**config.mk**
```make
export PLATFORM = sky130hd
export DESIGN_NAME = lsu_ctrl_flat
export DESIGN_NICKNAME = d
export VERILOG_FILES = /design/src/rtl/lsu_ctrl_if.sv /design/src/rtl/lsu_ctrl.sv /design/src/flat_wrapper.sv
export SDC_FILE = /design/constraint.sdc
export NUM_CORES = 1
export LEC_CHECK = 0
export CAP_MARGIN = 40
export CORE_MARGIN = 1.5
export CORE_UTILIZATION = 35
export DETAILED_ROUTE_END_ITERATION = 7
export DONT_BUFFER_PORTS = 1
export PLACE_DENSITY = 0.6
export SYNTH_ARGS = -nofsm -noshare
export SYNTH_HDL_FRONTEND = slang
export SYNTH_SLANG_ARGS = --single-unit
```
**constraint.sdc**
```tcl
create_clock -name clk -period 1.9 [get_ports clk]
set_input_delay 0.38 -clock clk [delete_from_list [all_inputs] [get_ports clk]]
set_output_delay 0.38 -clock clk [all_outputs]
set_load 0.03 [all_outputs]
```
**src/rtl/lsu_ctrl_if.sv**
```systemverilog
`default_nettype none
// ============================================================================
// Module      : lsu_ctrl_if
// Description : Valid/ready data-memory bus between the LSU and data memory.
// Revision    : 1.0 - initial release
// ============================================================================
interface lsu_ctrl_if;
    logic        bus_valid;
    logic        bus_we;
    logic [31:0] bus_addr;
    logic [3:0]  bus_wstrb;
    logic [31:0] bus_wdata;
    logic        bus_ready;
    logic [31:0] bus_rdata;

    modport master (
        output bus_valid, bus_we, bus_addr, bus_wstrb, bus_wdata,
        input  bus_ready, bus_rdata
    );

    modport slave (
        input  bus_valid, bus_we, bus_addr, bus_wstrb, bus_wdata,
        output bus_ready, bus_rdata
    );
endinterface
`default_nettype wire

```
**src/rtl/lsu_ctrl.sv**
```systemverilog
`default_nettype none
// ============================================================================
// Module      : lsu_ctrl
// Description : RV32I load/store sequencer: lane steering, strobes, load
//               extension, stall and bus timeout. Optional macro
//               LSU_MISALIGN_TRAP_EN traps misaligned accesses instead.
// Revision    : 1.0 - initial release
// ============================================================================
module lsu_ctrl #(
    parameter int TIMEOUT_CYC = 16,
    parameter int CNT_W       = 5
) (
    input  wire         clk,
    input  wire         rst_n,
    input  wire         req,
    input  wire         is_store,
    input  wire  [1:0]  store_op,
    input  wire  [2:0]  load_op,
    input  wire  [31:0] addr,
    input  wire  [31:0] wdata,
    lsu_ctrl_if.master  bus,
    output logic        stall,
    output logic        done,
    output logic [31:0] ld_data,
    output logic        err
);

    typedef enum logic [1:0] {
        S_IDLE = 2'd0,
        S_BUS  = 2'd1,
        S_RESP = 2'd2
    } state_t;

    localparam logic [CNT_W-1:0] c_timeout_last = CNT_W'(TIMEOUT_CYC - 1);

    state_t           r_state;
    logic [CNT_W-1:0] r_cnt;
    logic [2:0]       r_load_op;
    logic [1:0]       r_a;
    logic             r_bus_valid;
    logic             r_bus_we;
    logic [31:0]      r_bus_addr;
    logic [3:0]       r_bus_wstrb;
    logic [31:0]      r_bus_wdata;
    logic             r_stall;
    logic             r_done;
    logic             r_err;
    logic [31:0]      r_ld_data;

    logic [3:0]       w_wstrb;
    logic [31:0]      w_wdata;
    logic             w_trap;
    logic [7:0]       w_byte;
    logic [15:0]      w_half;
    logic [31:0]      w_ld_ext;

    always_comb begin
        w_wstrb = 4'b0000;
        w_wdata = wdata;
        case (store_op)
            2'b00: begin
                w_wdata = {4{wdata[7:0]}};
                w_wstrb = 4'b0001 << addr[1:0];
            end
            2'b01: begin
                w_wdata = {2{wdata[15:0]}};
                w_wstrb = 4'b0011 << {addr[1], 1'b0};
            end
            default: begin
                w_wdata = wdata;
                w_wstrb = 4'b1111;
            end
        endcase
        if (!is_store) begin
            w_wstrb = 4'b0000;
        end
    end

`ifdef LSU_MISALIGN_TRAP_EN
    logic w_misaligned;

    always_comb begin
        w_misaligned = 1'b0;
        if (is_store) begin
            case (store_op)
                2'b00:   w_misaligned = 1'b0;
                2'b01:   w_misaligned = addr[0];
                default: w_misaligned = |addr[1:0];
            endcase
        end else begin
            case (load_op)
                3'b000, 3'b100: w_misaligned = 1'b0;
                3'b001, 3'b101: w_misaligned = addr[0];
                default:        w_misaligned = |addr[1:0];
            endcase
        end
    end

    assign w_trap = w_misaligned;
`else
    assign w_trap = 1'b0;
`endif

    // Lane select uses the offset latched at request time, not the live addr.
    always_comb begin
        w_byte = bus.bus_rdata[7:0];
        case (r_a)
            2'd0: w_byte = bus.bus_rdata[7:0];
            2'd1: w_byte = bus.bus_rdata[15:8];
            2'd2: w_byte = bus.bus_rdata[23:16];
            2'd3: w_byte = bus.bus_rdata[31:24];
            default: w_byte = bus.bus_rdata[7:0];
        endcase
        w_half = r_a[1] ? bus.bus_rdata[31:16] : bus.bus_rdata[15:0];
        case (r_load_op)
            3'b000:  w_ld_ext = {{24{w_byte[7]}}, w_byte};
            3'b001:  w_ld_ext = {{16{w_half[15]}}, w_half};
            3'b100:  w_ld_ext = {24'h000000, w_byte};
            3'b101:  w_ld_ext = {16'h0000, w_half};
            default: w_ld_ext = bus.bus_rdata;
        endcase
    end

    always_ff @(posedge clk or negedge rst_n) begin
        if (!rst_n) begin
            r_state     <= S_IDLE;
            r_cnt       <= '0;
            r_load_op   <= 3'b000;
            r_a         <= 2'b00;
            r_bus_valid <= 1'b0;
            r_bus_we    <= 1'b0;
            r_bus_addr  <= 32'h0;
            r_bus_wstrb <= 4'b0000;
            r_bus_wdata <= 32'h0;
            r_stall     <= 1'b0;
            r_done      <= 1'b0;
            r_err       <= 1'b0;
            r_ld_data   <= 32'h0;
        end else begin
            r_done <= 1'b0;
            r_err  <= 1'b0;
            case (r_state)
                S_IDLE: begin
                    if (req) begin
                        r_load_op <= load_op;
                        r_a       <= addr[1:0];
                        r_cnt     <= '0;
                        r_stall   <= 1'b1;
                        if (w_trap) begin
                            // Trap cycle reuses RESP: err instead of done, stall held.
                            r_err   <= 1'b1;
                            r_state <= S_RESP;
                        end else begin
                            r_bus_valid <= 1'b1;
                            r_bus_we    <= is_store;
                            r_bus_addr  <= {addr[31:2], 2'b00};
                            r_bus_wstrb <= w_wstrb;
                            r_bus_wdata <= w_wdata;
                            r_state     <= S_BUS;
                        end
                    end
                end
                S_BUS: begin
                    if (bus.bus_ready) begin
                        r_bus_valid <= 1'b0;
                        r_done      <= 1'b1;
                        r_stall     <= 1'b0;
                        r_state     <= S_RESP;
                        if (!r_bus_we) begin
                            r_ld_data <= w_ld_ext;
                        end
                    end else if (r_cnt == c_timeout_last) begin
                        r_bus_valid <= 1'b0;
                        r_err       <= 1'b1;
                        r_stall     <= 1'b0;
                        r_state     <= S_IDLE;
                    end else begin
                        r_cnt <= r_cnt + 1'b1;
                    end
                end
                S_RESP: begin
                    r_stall <= 1'b0;
                    r_state <= S_IDLE;
                end
                default: r_state <= S_IDLE;
            endcase
        end
    end

    assign bus.bus_valid = r_bus_valid;
    assign bus.bus_we    = r_bus_we;
    assign bus.bus_addr  = r_bus_addr;
    assign bus.bus_wstrb = r_bus_wstrb;
    assign bus.bus_wdata = r_bus_wdata;

    // The request cycle stalls combinationally so the core holds before the FSM reacts.
    assign stall   = r_stall | ((r_state == S_IDLE) & req);
    assign done    = r_done;
    assign err     = r_err;
    assign ld_data = r_ld_data;

endmodule
`default_nettype wire

```
**src/flat_wrapper.sv**
```systemverilog
// flat-port wrapper written by rule: the top's interface ports become plain ports
module lsu_ctrl_flat 
#(
    parameter int TIMEOUT_CYC = 16,
    parameter int CNT_W       = 5
)
  (clk, rst_n, req, is_store, store_op, load_op, addr, wdata, stall, done, ld_data, err, bus_bus_valid, bus_bus_we, bus_bus_addr, bus_bus_wstrb, bus_bus_wdata, bus_bus_ready, bus_bus_rdata);
  lsu_ctrl_if bus_i ();
  input  wire clk;
  input  wire rst_n;
  input  wire req;
  input  wire is_store;
  input  wire  [1:0] store_op;
  input  wire  [2:0] load_op;
  input  wire  [31:0] addr;
  input  wire  [31:0] wdata;
  output logic stall;
  output logic done;
  output logic [31:0] ld_data;
  output logic err;
  output wire logic [$bits(bus_i.bus_valid)-1:0] bus_bus_valid;
  output wire logic [$bits(bus_i.bus_we)-1:0] bus_bus_we;
  output wire logic [$bits(bus_i.bus_addr)-1:0] bus_bus_addr;
  output wire logic [$bits(bus_i.bus_wstrb)-1:0] bus_bus_wstrb;
  output wire logic [$bits(bus_i.bus_wdata)-1:0] bus_bus_wdata;
  input wire logic [$bits(bus_i.bus_ready)-1:0] bus_bus_ready;
  input wire logic [$bits(bus_i.bus_rdata)-1:0] bus_bus_rdata;
  assign bus_bus_valid = bus_i.bus_valid;
  assign bus_bus_we = bus_i.bus_we;
  assign bus_bus_addr = bus_i.bus_addr;
  assign bus_bus_wstrb = bus_i.bus_wstrb;
  assign bus_bus_wdata = bus_i.bus_wdata;
  assign bus_i.bus_ready = bus_bus_ready;
  assign bus_i.bus_rdata = bus_bus_rdata;
  lsu_ctrl #(.TIMEOUT_CYC(TIMEOUT_CYC), .CNT_W(CNT_W)) u_core (.clk(clk), .rst_n(rst_n), .req(req), .is_store(is_store), .store_op(store_op), .load_op(load_op), .addr(addr), .wdata(wdata), .bus(bus_i), .stall(stall), .done(done), .ld_data(ld_data), .err(err));
endmodule
```
==> summary.md <==
| Metric | Value |
|---|---|
| Syn Area/Cell | 10.8 um^2 |
| Setup crit end kind | register |
| Worst-Skew Late Latency | 0.40 ns |
| Final hold violations | 115 |
| Crit path from | u_core.r_cnt[0] |
| Gate power share | 24.7% |
| CTS root buf | clkbuf_16 |
| First-pass GRT wire length | 21000 um |
| Post-Syn Area | 5420 um^2 |
| Failing checks | hold timing |
| Max Fanout on Critical Path | 5 |
| Min Hold Slack | -0.328 ns |
| GRT overflow | 0 |
| Distinct cells, synth | 38 |
| Worst-Margin Slew | 0.550 ns |
| H-tree depth | 4 |
| Peak VDD IR | 0.780 mV |
| Worst hold path class | input pin to async pin |
| Fillers | 1478 |
| N_diodes | 0 |
| Antenna Nets Post-Route | 0 |
| Slew headroom | 62.9% |
| Final period util | 96.1% |
| Sw Ratio | 44.7% |
| Worst Path Required | 2.19 ns |
| Port Buffers | 0 |
| Via count | 3808 |
| Post-Synthesis Cells | 502 |
| WL per Instance | 18.8 um |
| Vias/cell | 5.40 |
| Synth-to-layout area growth | 15.7% |
| Starting Density | 35.8% |
| Dpl hpwl | 9570 um |
| Pwr Total | 13.0 mW |
| Max Slew Vio Count | 0 |
| Fmax | 547 MHz |
| Sequential share of power | 51.7% |
| Startpoint Class | register |
| Sw Pwr | 5.82 mW |
| DR iter-0 viols | 140 |
| Residual DRC | 0 |
| Total GRT Usage | 16.7% |
| IO Count | 211 |
| Top post-synthesis cells by area | dfrtp_1 53%, mux2_2 11%, mux2i_1 6.5% |
| Worst-path clk slew | 0.06 ns |
| Final GP Congestion | 0.838 |
| Setup TNS | 0 ns |
| Ys Warns | 0 |
| # nets final | 617 |
| Height of the die | 127 um |
| CTS sink cnt | 115 |
| Post-synthesis sequential area ratio | 53.1% |
| Initial antenna violation count | 0 |
| CTS tree | built |
| DR pass1 iterations | 4 |
| Vias in the first global route | 4016 |
| Synth area leader | dfrtp_1 |
| Total routed wirelength | 13300 um |
| Setup violators final | 0 |
| Critical Path AT | 2.12 ns |
| Layout cells sized above 1 | 22.2% |
| Reg-to-Reg Start | u_core.r_cnt[0] |
| Die area | 16200 um^2 |
| Largest net degree at the start of global routing | 116 |
| #FFs+latches synth | 115 |
| Layout Utilization | 41.4% |
| CTS Buffer Depth | 2 |
| Die Span X | 127 um |
| Int Power | 7.20 mW |
| Crit Path Category | register to register |
| CTS buffer count | 17 |
| Final min period | 1.83 ns |
| Yosys top cell area share | 53.1% |
| Total power per unit cell area | 2080 nW/um^2 |
| Outcome | finished with violations |
| Max-Cap Viols | 0 |
| FP Rows | 45 |
| Setup Skew | 0.00819 ns |
| Core area | 15100 um^2 |
| Leakage | 2.73 nW |
| Clock network power share | 23.5% |
cells in the mapped netlist:
| cell | count |
|---|---|
| nor2b_1 | 8 |
| and3_1 | 1 |
| and2b_1 | 1 |
| nor3_1 | 2 |
| inv_1 | 6 |
| buf_2 | 18 |
| nand3_1 | 1 |
| buf_1 | 1 |
| nand4_1 | 1 |
| nand2b_1 | 12 |
| o22ai_1 | 2 |
| o21ai_0 | 41 |
| a21oi_2 | 1 |
| a21o_1 | 2 |
| o31ai_1 | 2 |
| nor3b_1 | 8 |
| nor2_4 | 1 |
| mux2i_1 | 35 |
| conb_1 | 1 |
| o2bb2ai_1 | 1 |
| dfrtp_1 | 115 |
| o211ai_2 | 1 |
| clkbuf_1 | 9 |
| a211oi_4 | 1 |
| buf_6 | 1 |
| a211oi_2 | 3 |
| mux2_2 | 51 |
| a21oi_1 | 47 |
| a211o_1 | 1 |
| and2_2 | 1 |
| nor2_1 | 40 |
| buf_4 | 7 |
| a211oi_1 | 11 |
| ha_1 | 5 |
| a22o_1 | 6 |
| nand2_1 | 50 |
| o21ai_1 | 7 |
| nor2_2 | 1 |
per-stage QoR:
stage               cells  instance area, um^2  setup slack, ns
floorplan             503                 5420           0.0496
detailed placement    674                 5660           0.0360
CTS                   704                 6240          0.00346
finish                705                 6270           0.0732
global placement      674                 5660            0.102
global route          705                 6270         -0.00951
registers in the layout, summed over array words and instances, names as in the netlist:
name	count
u_core.err	1
u_core.r_state	2
u_core.bus.bus_wstrb	4
u_core.r_load_op	3
u_core.ld_data	32
u_core.bus.bus_valid	1
u_core.r_stall	1
u_core.done	1
u_core.r_cnt	5
u_core.r_a	2
u_core.bus.bus_addr	30
u_core.bus.bus_we	1
u_core.bus.bus_wdata	32
layout make-up:
type                    instances  area [um^2]  share of cell area (%)
flip-flops and latches        115         2880                    45.9
multi-input cells             346         2360                    37.7
clock buffers                  21          470                    7.51
well taps                     188          235                    3.75
repair buffers                 20          191                    3.06
clock inverters                 9          106                    1.70
inverters                       6         22.5                   0.359
routing by layer:
metal  vias up  global-route usage (%)  share of wire (%)
met5         -                       0                  0
met4         0                    5.01                1.5
met3        15                    7.45                9.8
met2       165                    28.7                 51
met1      1871                    18.7                 38
li1       1757                       -                  -
path summary, 6_finish.rpt:
kind	slack [ns]	cells after the start	to
setup / recovery	0.07	7	u_core.r_cnt[3]
max in group asynchronous	2.00	0	u_core.ld_data[24]
hold / removal	-0.33	0	u_core.ld_data[22]
hold reg to reg	0.51	1	u_core.r_cnt[4]
min in group clk	0.04	1	u_core.err
setup reg to reg	0.07	7	u_core.r_cnt[3]
cell usage in the layout, fill, tap and decap left out, types with 2 or more instances in the layout:
master,instances
nand2_1,49
clkinv_2,3
clkbuf_8,3
a211oi_2,3
a21o_1,2
bufinv_16,2
mux2i_1,35
inv_1,5
a22o_1,6
o22ai_1,2
nor2_4,2
clkinvlp_4,3
mux2_2,51
ha_2,2
buf_12,3
nand2b_1,12
nor3b_1,8
o31ai_1,2
nor2_1,40
nor2b_1,8
o21ai_0,41
dfrtp_1,115
a211oi_1,11
ha_1,2
conb_1,2
buf_4,16
a21oi_1,47
clkbuf_16,17
o21ai_1,7
power by group through the flow:
stage	clock network (mW)	registers, mW	logic, mW
after floorplan	0	6.39	2.61
after global placement	0	6.74	3.07
after detailed placement	0	6.78	3.21
after CTS	3.15	6.75	3.23
after global routing	3.28	6.88	3.64
final	3.07	6.73	3.22
worst max-delay path: stages (launching register included):
cell	delay [ns]
dfrtp_1	0.42
ha_2	0.22
and3_1	0.18
ha_2	0.19
nor2_4	0.14
nand4_1	0.11
mux2_2	0.28
a22o_1	0.17
kinds of logic (layout without fill, tap and decap cells):
family | after synthesis | count (layout) | synth area share (%)
AOI/OAI and AO/OA | 126 | 126 | 13.8
muxes | 86 | 86 | 17.1
adders and majority gates | 5 | 5 | 1.16
DFF | 115 | 115 | 53.1
other | 1 | 2 | 0.0692
buffers and inverters | 42 | 56 | 3.95
and+or+nand+nor | 127 | 127 | 10.8
repair_timing:
| action | CTS | global route |
|---|---|---|
| endpoints found under the hold margin | 115 | 115 |
| endpoints found under the setup margin | 1 | 12 |
| gates resized for setup | 2 | 5 |
| pin swaps | 0 | 2 |
| setup buffers | 0 | 1 |
Power figures use the tool's default switching activity.
